===== src/rtl/us_pulse_detector.sv =====
// Ultrasonic piezo pulse detector: synchronizer, width qualifier, holdoff and event counter.
// Optional macro US_DET_TIMESTAMP_EN adds a free-running counter captured into timestamp.
module us_pulse_detector #(
   parameter int unsigned SYNC_STAGES = 2,
   parameter int unsigned MIN_HIGH    = 8,
   parameter int unsigned HOLDOFF     = 2000
) (
   input  logic        clock,
   input  logic        reset_n,
   input  logic        enable,
   input  logic        piezo_in,
   input  logic        clr_count,
   output logic        pulse_out,
   output logic        busy,
   output logic [15:0] event_count,
   output logic [31:0] timestamp
);

   typedef enum logic [1:0] {IDLE, QUALIFY, HOLD, WAIT_LOW} state_t;

   localparam logic [7:0]  WIDTH_LAST = 8'(MIN_HIGH - 1);
   localparam logic [15:0] HOLD_LAST  = (HOLDOFF > 0) ? 16'(HOLDOFF - 1) : 16'd0;
   localparam state_t      AFTER_HIT  = (HOLDOFF == 0) ? WAIT_LOW : HOLD;

   logic [SYNC_STAGES-1:0] sync;
   logic                   s;
   state_t                 state, state_next;
   logic [7:0]             width, width_next;
   logic [15:0]            hold_cnt, hold_next;
   logic                   strobe;

   always_ff @(posedge clock or negedge reset_n) begin
      if (!reset_n) sync <= '0;
      else          sync <= {sync[SYNC_STAGES-2:0], piezo_in};
   end

   assign s = sync[SYNC_STAGES-1];

   always_ff @(posedge clock or negedge reset_n) begin
      if (!reset_n) begin
         state     <= IDLE;
         width     <= '0;
         hold_cnt  <= '0;
         pulse_out <= 1'b0;
      end else begin
         state     <= state_next;
         width     <= width_next;
         hold_cnt  <= hold_next;
         pulse_out <= strobe;
      end
   end

   // strobe marks the edge on which the width counter reaches MIN_HIGH
   always_comb begin
      state_next = state;
      width_next = width;
      hold_next  = hold_cnt;
      strobe     = 1'b0;
      if (!enable) begin
         state_next = IDLE;
         width_next = '0;
         hold_next  = '0;
      end else begin
         case (state)
            IDLE: begin
               if (s) begin
                  if (MIN_HIGH == 1) begin
                     strobe     = 1'b1;
                     width_next = '0;
                     hold_next  = '0;
                     state_next = AFTER_HIT;
                  end else begin
                     width_next = 8'd1;
                     state_next = QUALIFY;
                  end
               end
            end
            QUALIFY: begin
               if (!s) begin
                  width_next = '0;
                  state_next = IDLE;
               end else if (width == WIDTH_LAST) begin
                  strobe     = 1'b1;
                  width_next = '0;
                  hold_next  = '0;
                  state_next = AFTER_HIT;
               end else begin
                  width_next = width + 8'd1;
               end
            end
            HOLD: begin
               if (hold_cnt == HOLD_LAST) begin
                  hold_next  = '0;
                  state_next = WAIT_LOW;
               end else begin
                  hold_next = hold_cnt + 16'd1;
               end
            end
            WAIT_LOW: begin
               if (!s) state_next = IDLE;
            end
            default: state_next = IDLE;
         endcase
      end
   end

   assign busy = (state != IDLE);

   // counting on the registered strobe lets a coincident clear keep this event
   always_ff @(posedge clock or negedge reset_n) begin
      if (!reset_n)       event_count <= '0;
      else if (clr_count) event_count <= {15'd0, pulse_out};
      else if (pulse_out) event_count <= event_count + 16'd1;
   end

`ifdef US_DET_TIMESTAMP_EN
   logic [31:0] free_cnt;

   always_ff @(posedge clock or negedge reset_n) begin
      if (!reset_n) begin
         free_cnt  <= '0;
         timestamp <= '0;
      end else begin
         free_cnt <= free_cnt + 32'd1;
         if (strobe) timestamp <= free_cnt;
      end
   end
`else
   assign timestamp = '0;
`endif

endmodule


===== config.mk =====
export PLATFORM = sky130hd
export DESIGN_NAME = us_pulse_detector
export DESIGN_NICKNAME = d
export VERILOG_FILES = /design/src/rtl/us_pulse_detector.sv
export SDC_FILE = /design/constraint.sdc
export NUM_CORES = 1
export LEC_CHECK = 0
export CORE_ASPECT_RATIO = 0.7
export CORE_UTILIZATION = 30
export DETAILED_ROUTE_END_ITERATION = 6
export RECOVER_POWER = 25
export SKIP_CTS_REPAIR_TIMING = 1
export SLEW_MARGIN = 20
export SYNTH_ARGS = -nofsm -noshare
export SYNTH_HDL_FRONTEND = slang
export SYNTH_SLANG_ARGS = --single-unit

===== constraint.sdc =====
create_clock -name clock -period 4.8 [get_ports clock]
set_input_delay 0.96 -clock clock [delete_from_list [all_inputs] [get_ports clock]]
set_output_delay 0.96 -clock clock [all_outputs]
set_load 0.005 [all_outputs]

==> flow_metrics.env, run 1 <==
export IMPL_finalSetupViolations=0
export IMPL_crit_path_end_kind="flop"
export IMPL_synthCells=286
export IMPL_tritoncts="built"
export IMPL_die_h_um=81.2
export IMPL_synth_edf_count=0
export IMPL_register_area_um2=1130
export IMPL_grt_max_degree=46
export IMPL_drt_iter0_markers=116
export IMPL_antenna_found_initial=0
export IMPL_yosys_area_top_type="dfrtp_1"
export IMPL_path_class="in -> reg"
export IMPL_dr_pass1_iters=4
export IMPL_vias=2075
export IMPL_r2r_cells=4
export IMPL_violations="capacitance limit, slew limit"
export IMPL_grtUsageTotal=0.127
export IMPL_vias_per_cell=4.86
export IMPL_holdPathStages=0
export IMPL_finalNonFillerCells=427
export IMPL_ys_flop_type="dfrtp_1"
export IMPL_wl_per_cell_um=12.8
export IMPL_finalCritPeriodShare=0.585
export IMPL_fillCellCount=883
export IMPL_fp_row_count=28
export IMPL_r2r_end="hold_cnt[6]"
export IMPL_cts_buffers=5
export IMPL_design_area_um2=3040
export IMPL_grt_remaining_overflow=0
export IMPL_hold_path_class="reg -> reg"
export IMPL_clock_latency_ps=290
export IMPL_place_congestion=0.771
export IMPL_rrSetupSlack_ps=2680
export IMPL_io_buffers=22
export IMPL_synthArstFlopShare=1.00
export IMPL_place_inst=419
export IMPL_holdCritStartpoint="sync[0]"
export IMPL_netlist_top_cells_area="dfrtp_1 42%, buf_4 9.8%, a21oi_1 3.4%"
export IMPL_crit_fanout=18
export IMPL_power_density_nw_per_um2=265
export IMPL_rsz0062_at_grt="false"
export IMPL_fin_crit_ps=2810
export IMPL_power_leakage_nw=1.21
export IMPL_tns_ps=0
export IMPL_fmax_ghz=0.356
export IMPL_postRouteAntennaNets=0
export IMPL_critPathRequiredTime_ps=5000
export IMPL_fin_total_pwr_mw=0.805
export IMPL_ys_ff_latch=45
export IMPL_worst_hold_path_endpoint="sync[1]"
export IMPL_max_slew_worst_pin_slew_ps=2410
export IMPL_yosysWarnings=0
export IMPL_fin_nets=315
export IMPL_clockBufferDepth=2
export IMPL_relSlewSlack=-0.609
export IMPL_routed_wl_um=5470
export IMPL_n_antenna_cell=0
export IMPL_finalClockSkew_ps=4.31
export IMPL_crit_path_start_kind="input port"
export IMPL_syn_area_per_cell_um2=9.40
export IMPL_dpl_worst_slack_ps=1700
export IMPL_htreeDepth=2
export IMPL_fin_ws_ps=1990
export IMPL_peakVddDrop_mv=0.117
export IMPL_area_growth_pct=13.2
export IMPL_cap_violations=1
export IMPL_io_pin_count=55
export IMPL_layout_drive_gt1_share=0.0651
export IMPL_yosysSeqAreaShare=0.419
export IMPL_worstPathArrival_ps=3010
export IMPL_synth_distinct_cells=54
export IMPL_status="complete, but fails checks"
export IMPL_multi_input_area_um2=1340
export IMPL_start_util=0.313
export IMPL_dp_hpwl_um=3750
export IMPL_grt_pass1_vias=1896
export IMPL_root_buffer="clkbuf_16"
export IMPL_slew_viol_final=46
export IMPL_fp_dieW_um=115
export IMPL_hold_violations=0
export IMPL_die_area_um2=9350
export IMPL_synth_top_area_share=0.419
export IMPL_clkTransAtPathRegs_ps=60
export IMPL_drc_errors=0
export IMPL_rr_startpoint="hold_cnt[4]"
export IMPL_syn_area_um2=2690
export IMPL_clkSinkCount=45
export IMPL_core_um2=8580
export IMPL_grt_pass1_wl_um=9260
export IMPL_post_dp_cell_area_um2=2890
[per-layer routing]
metal  track usage  part of all wire  up-vias
li1              -                 -     1026
met1         0.190              0.55      997
met2         0.170              0.40       44
met3        0.0351             0.039        8
met4        0.0506             0.013        0
met5             0                 0        -
[worst max-delay path, stage by stage]
cell and delay [ps]:
clkdlybuf4s50_1 930, o2111ai_4 210, or2_4 290, or4_1 460
a21oi_1 150
[how the worst max path moves through the flow]
stage               startpoint  slack (ps)              end  cells after the start
floorplan            clr_count        2630  event_count[15]                      5
global placement     clr_count        1720  event_count[15]                      5
detailed placement   clr_count        1700  event_count[15]                      5
CTS                  clr_count        1990  event_count[15]                      5
global route           reset_n        1390         width[0]                      1
finish               clr_count        1990  event_count[15]                      5
[per-stage QoR]
step,hold WS [ps],util
6_report,355,0.355
4_1_cts,355,0.355
3_3_place_gp,334,0.336
2_1_floorplan,331,-
3_5_place_dp,341,0.336
5_1_grt,375,0.355
[sequential cells by signal, summed over array words and instances (netlist names)]
name,cells
event_count,16
hold_cnt,16
width,8
state,2
sync,2
pulse_out,1
[where the power goes]
group	total (mW)	switching (mW)	internal [mW]
registers	0.397	0.0103	0.386
logic	0.0455	0.0314	0.0141
clock network	0.363	0.142	0.220
total	0.805	0.184	0.621
[Yosys cell counts, drive strengths merged (7+ instances only)]
| master | count |
|---|---|
| a21oi | 18 |
| buf | 39 |
| nand4 | 11 |
| o21ai | 9 |
| xnor2 | 7 |
| nand2 | 15 |
| nor2 | 18 |
| nand3 | 14 |
| nor3 | 9 |
| inv | 12 |
| a31oi | 10 |
| dfrtp | 45 |
[cells by family (layout without fill, tap and decap cells)]
logic type | count (synthesis) | count (layout) | share of synthesized area
other cells | 1 | 32 | 0.00140
flops | 45 | 45 | 0.419
simple gates | 102 | 102 | 0.210
mux | 3 | 3 | 0.0116
compound gates | 66 | 66 | 0.176
fa+ha+maj | 4 | 4 | 0.0186
buf+inv | 53 | 43 | 0.125
xor+xnor | 12 | 12 | 0.0391
[layout by cell type (no fill, tap or decap), drive strengths merged, types with 10 or more instances in the layout]
cell | netlist | layout
a21oi | 18 | 18
a31oi | 10 | 10
clkdlybuf4s50 | 0 | 20
conb | 1 | 32
dfrtp | 45 | 45
inv | 12 | 12
nand2 | 15 | 15
nand3 | 14 | 14
nand4 | 11 | 11
nor2 | 18 | 18
[layout make-up]
class	instances	area share
inverter	12	0.0148
multi-input combinational	219	0.441
clock inverter	1	0.00164
timing repair buffer	23	0.0728
clock buffer	7	0.0502
tap	120	0.0493
sequential	45	0.370
Note: power is estimated with default switching activity, not from simulation.
==> run 2: changes to the inputs <==
clock period = 2.7 ns   (was 4.8 ns; I/O delays follow)
==> flow_metrics.env, run 2 (same netlist as run 1, synthesis figures left out) <==
export IMPL_fin_ws_ps=572
export IMPL_rr_startpoint="hold_cnt[4]"
export IMPL_finalClockSkew_ps=2.52
export IMPL_critPathRequiredTime_ps=2850
export IMPL_holdCritStartpoint="sync[0]"
export IMPL_power_density_nw_per_um2=460
export IMPL_grt_remaining_overflow=0
export IMPL_finalNonFillerCells=430
export IMPL_die_h_um=81.2
export IMPL_finalSetupViolations=0
export IMPL_mostFrequentLayoutCell="dfrtp_1"
export IMPL_cts_buffers=5
export IMPL_place_congestion=0.802
export IMPL_crit_fanout=13
export IMPL_switching_share=0.248
export IMPL_max_slew_worst_pin_slew_ps=1530
export IMPL_drt_iter0_markers=187
export IMPL_vias_per_cell=4.91
export IMPL_grt_pass1_wl_um=9340
export IMPL_max_stage_delay_ps=590
export IMPL_path_class="reg -> reg"
export IMPL_finalCritPeriodShare=0.788
export IMPL_clkTransAtPathRegs_ps=60
export IMPL_vias=2113
export IMPL_dr_pass1_iters=4
export IMPL_finish_utilization=0.356
export IMPL_path_delay_family="simple AND/OR/NAND/NOR gates"
export IMPL_clock_latency_ps=290
export IMPL_n_antenna_cell=0
export IMPL_sequentialPowerShare=0.501
export IMPL_worstPathArrival_ps=2280
export IMPL_power_leakage_nw=1.21
export IMPL_dpl_worst_slack_ps=379
export IMPL_start_util=0.313
export IMPL_path_cells="nor4_1, nand4_1, a41oi_1, a31oi_1"
export IMPL_slew_viol_final=30
export IMPL_crit_path_end_kind="flop"
export IMPL_power_frac_comb=0.061
export IMPL_holdPathStages=0
export IMPL_tritoncts="built"
export IMPL_area_growth_pct=13.7
export IMPL_cp_slowest_cell="nand4_1"
export IMPL_cp_startpoint="hold_cnt[4]"
export IMPL_core_um2=8580
export IMPL_antenna_found_initial=0
export IMPL_grtUsageTotal=0.130
export IMPL_top_regs="event_count x16, hold_cnt x16, width x8"
export IMPL_wl_per_cell_um=12.9
export IMPL_grt_max_degree=30
export IMPL_crit_buf_inv=0
export IMPL_die_area_um2=9350
export IMPL_status="complete, but fails checks"
export IMPL_dp_hpwl_um=4000
export IMPL_fin_nets=318
export IMPL_rsz0062_at_grt="false"
export IMPL_worst_hold_path_endpoint="sync[1]"
export IMPL_crit_path_start_kind="flop"
export IMPL_pwr_share_clk=0.438
export IMPL_fin_crit_ps=2130
export IMPL_worst_path_stages=4
export IMPL_internal_power_mw=1.06
export IMPL_clockBufferDepth=2
export IMPL_hold_slack_ps=350
export IMPL_r2r_cells=4
export IMPL_layout_drive_gt1_share=0.0742
export IMPL_fmax_ghz=0.470
export IMPL_fp_dieW_um=115
export IMPL_postRouteAntennaNets=0
export IMPL_hold_path_class="reg -> reg"
export IMPL_fillCellCount=887
export IMPL_place_inst=422
export IMPL_fp_row_count=28
export IMPL_violations="capacitance limit, slew limit"
export IMPL_io_pin_count=55
export IMPL_htreeDepth=2
export IMPL_io_buffers=22
export IMPL_hold_violations=0
export IMPL_clkSinkCount=45
export IMPL_rrSetupSlack_ps=570
export IMPL_net_switching_power_mw=0.349
export IMPL_routed_wl_um=5560
export IMPL_r2r_end="hold_cnt[6]"
export IMPL_grt_pass1_vias=1901
export IMPL_cap_violations=1
export IMPL_tns_ps=0
export IMPL_mostFrequentLayoutCells="45 x dfrtp_1, 32 x conb_1, 20 x clkdlybuf4s50_1"
export IMPL_drc_errors=0
export IMPL_peakVddDrop_mv=0.250
export IMPL_root_buffer="clkbuf_16"
export IMPL_relSlewSlack=-0.0223
## run 2: worst max-delay path by stage
stage                   end  slack (ps)
2_1_floorplan  hold_cnt[14]         920
3_3_place_gp    hold_cnt[5]         410
3_5_place_dp    hold_cnt[5]         380
4_1_cts         hold_cnt[6]         600
5_1_grt         hold_cnt[6]         250
6_report        hold_cnt[6]         570
## run 2: layout make-up
type	instances	area, um^2	share of cell area
clock buffer	5	125	0.0410
clock inverter	3	22.5	0.00737
inverter	12	45.0	0.0147
multi-input combinational	219	1340	0.439
sequential	45	1130	0.369
tap	120	150	0.0491
timing repair buffer	26	244	0.0799
## run 2: power groups by stage
| stage | Clock, mW | Sequential [mW] | Combinational, mW |
|---|---|---|---|
| after CTS | 0.634 | 0.704 | 0.0866 |
| after global routing | 0.659 | 0.706 | 0.102 |
| after global placement | 0 | 0.717 | 0.0846 |
| after detailed placement | 0 | 0.716 | 0.0865 |
| final | 0.616 | 0.704 | 0.0855 |
| after floorplan | 0 | 0.712 | 0.0876 |
## run 2: per-layer routing
layer | global-route usage | part of all wire
met3 | 0.0381 | 0.056
met2 | 0.181 | 0.40
met4 | 0.0468 | 0.014
met5 | 0 | 0
met1 | 0.186 | 0.53
## run 2: worst reg2reg max path: cells and delay by family (launching register included)
family | cells | cell delay [ps]
simple gates | 2 | 1040
flops | 1 | 460
compound gates | 2 | 500
## run 2: through the flow
stage | total power, mW | cell area, um^2
after floorplan | 0.800 | 2800
after global placement | 0.801 | 2910
after detailed placement | 0.802 | 2910
after CTS | 1.42 | 3060
after global routing | 1.47 | 3060
final | 1.41 | 3060
==> run 3: changes to the inputs <==
clock period = 1.8 ns   (was 2.7 ns; I/O delays follow)
==> flow_metrics.env, run 3 (same netlist as run 1, synthesis figures left out) <==
export IMPL_area_growth_pct=28.8
export IMPL_die_area_um2=9350
export IMPL_finalSetupViolations=0
export IMPL_hold_violations=0
export IMPL_hold_slack_ps=348
export IMPL_worst_hold_path_endpoint="sync[1]"
export IMPL_power_leakage_nw=1.49
export IMPL_finalCritPeriodShare=0.956
export IMPL_routed_wl_um=6190
export IMPL_grt_pass1_vias=2103
export IMPL_rsz0062_at_grt="false"
export IMPL_die_h_um=81.2
export IMPL_cts_buffers=5
export IMPL_relSlewSlack=0.248
export IMPL_power_density_nw_per_um2=625
export IMPL_r2r_cells=6
export IMPL_drc_errors=0
export IMPL_fp_row_count=28
export IMPL_finalNonFillerCells=480
export IMPL_cap_violations=0
export IMPL_crit_fanout=6
export IMPL_clockBufferDepth=2
export IMPL_rrSetupSlack_ps=80
export IMPL_layout_drive_gt1_share=0.217
export IMPL_routed_top_layer="met4"
export IMPL_place_congestion=0.805
export IMPL_clock_latency_ps=290
export IMPL_worstPathArrival_ps=1930
export IMPL_antenna_found_initial=0
export IMPL_top_regs="event_count x16, hold_cnt x16, width x8"
export IMPL_grt_pass1_wl_um=10100
export IMPL_fin_crit_ps=1720
export IMPL_power_frac_comb=0.084
export IMPL_r2r_end="hold_cnt[11]"
export IMPL_start_util=0.313
export IMPL_fillCellCount=864
export IMPL_vias=2314
export IMPL_io_buffers=22
export IMPL_slew_viol_final=0
export IMPL_finalClockSkew_ps=2.55
export IMPL_crit_path_end_kind="flop"
export IMPL_crit_path_start_kind="flop"
export IMPL_switching_share=0.236
export IMPL_wl_met1_um=3360
export IMPL_status="finished, final reports clean"
export IMPL_place_inst=469
export IMPL_dr_pass1_iters=4
export IMPL_clkSinkCount=45
export IMPL_rr_startpoint="hold_cnt[0]"
export IMPL_clkTransAtPathRegs_ps=60
export IMPL_internal_power_mw=1.65
export IMPL_fin_nets=369
export IMPL_net_switching_power_mw=0.510
export IMPL_mostFrequentLayoutCell="buf_4"
export IMPL_wl_per_cell_um=12.9
export IMPL_max_slew_worst_pin_slew_ps=1130
export IMPL_grt_remaining_overflow=0
export IMPL_holdCritStartpoint="sync[0]"
export IMPL_io_pin_count=55
export IMPL_mostFrequentLayoutCells="53 x buf_4, 45 x dfrtp_1, 32 x conb_1"
export IMPL_dp_hpwl_um=4550
export IMPL_n_antenna_cell=0
export IMPL_design_area_um2=3460
export IMPL_holdPathStages=0
export IMPL_postRouteAntennaNets=0
export IMPL_grtUsageTotal=0.139
export IMPL_finish_utilization=0.403
export IMPL_pwr_share_clk=0.431
export IMPL_sequentialPowerShare=0.484
export IMPL_wl_met3_um=244
export IMPL_fmax_ghz=0.581
export IMPL_drt_iter0_markers=117
export IMPL_critPathRequiredTime_ps=2010
export IMPL_hold_path_class="reg -> reg"
export IMPL_grt_max_degree=46
export IMPL_root_buffer="clkbuf_16"
export IMPL_post_dp_cell_area_um2=3290
export IMPL_htreeDepth=2
export IMPL_wl_met2_um=2560
export IMPL_path_class="reg -> reg"
export IMPL_vias_per_cell=4.82
export IMPL_core_um2=8580
export IMPL_fp_dieW_um=115
export IMPL_peakVddDrop_mv=0.347
export IMPL_tritoncts="built"
==> run 3: worst max-delay path, cell delays in order, from the launching register on <==
cell and delay [ps]:
dfrtp_1 380, ha_1 220, and4_1 240, and4_4 230, buf_4 140, o311a_1 320, a21oi_1 120
==> run 3: worst max path at each step <==
stage / start / depth (start not counted) / to / slack, ps
floorplan: hold_cnt[0] / 6 / hold_cnt[14] / 20
global placement: clr_count / 5 / event_count[15] / -180
detailed placement: clr_count / 6 / event_count[14] / -180
CTS: state[0] / 3 / busy / -150
global route: state[0] / 6 / hold_cnt[15] / 0.5
finish: hold_cnt[0] / 6 / hold_cnt[11] / 80
==> run 3: metal layers <==
layer  GRT usage  up-vias
met1       0.204     1131
met3      0.0381        4
met4      0.0286        0
met5           0        -
li1            -     1130
met2       0.202       49
==> run 3: final cells by class <==
cell class              instances  area [um^2]  share of cell area
clock buffers                   6          139              0.0401
repair buffers                 77          641               0.185
inverters                      12         45.0              0.0130
clock inverters                 1         7.51             0.00217
flip-flops and latches         45         1130               0.325
well taps                     120          150              0.0434
multi-input cells             219         1350               0.391
==> run 3: metrics by stage <==
stage | TNS (ps) | setup WS [ps] | total power, mW
floorplan | 0 | 21.4 | 1.20
global placement | -1170 | -182 | 1.25
detailed placement | -1410 | -183 | 1.25
CTS | -177 | -153 | 2.19
global route | 0 | 0.509 | 2.26
finish | 0 | 80.0 | 2.16
==> run 3: power by group through the flow <==
stage	sequential (mW)	clock (mW)	combinational (mW)
final	1.05	0.933	0.183
after global routing	1.05	1.00	0.211
after CTS	1.05	0.957	0.182
after detailed placement	1.07	0	0.181
after global placement	1.07	0	0.180
after floorplan	1.07	0	0.131
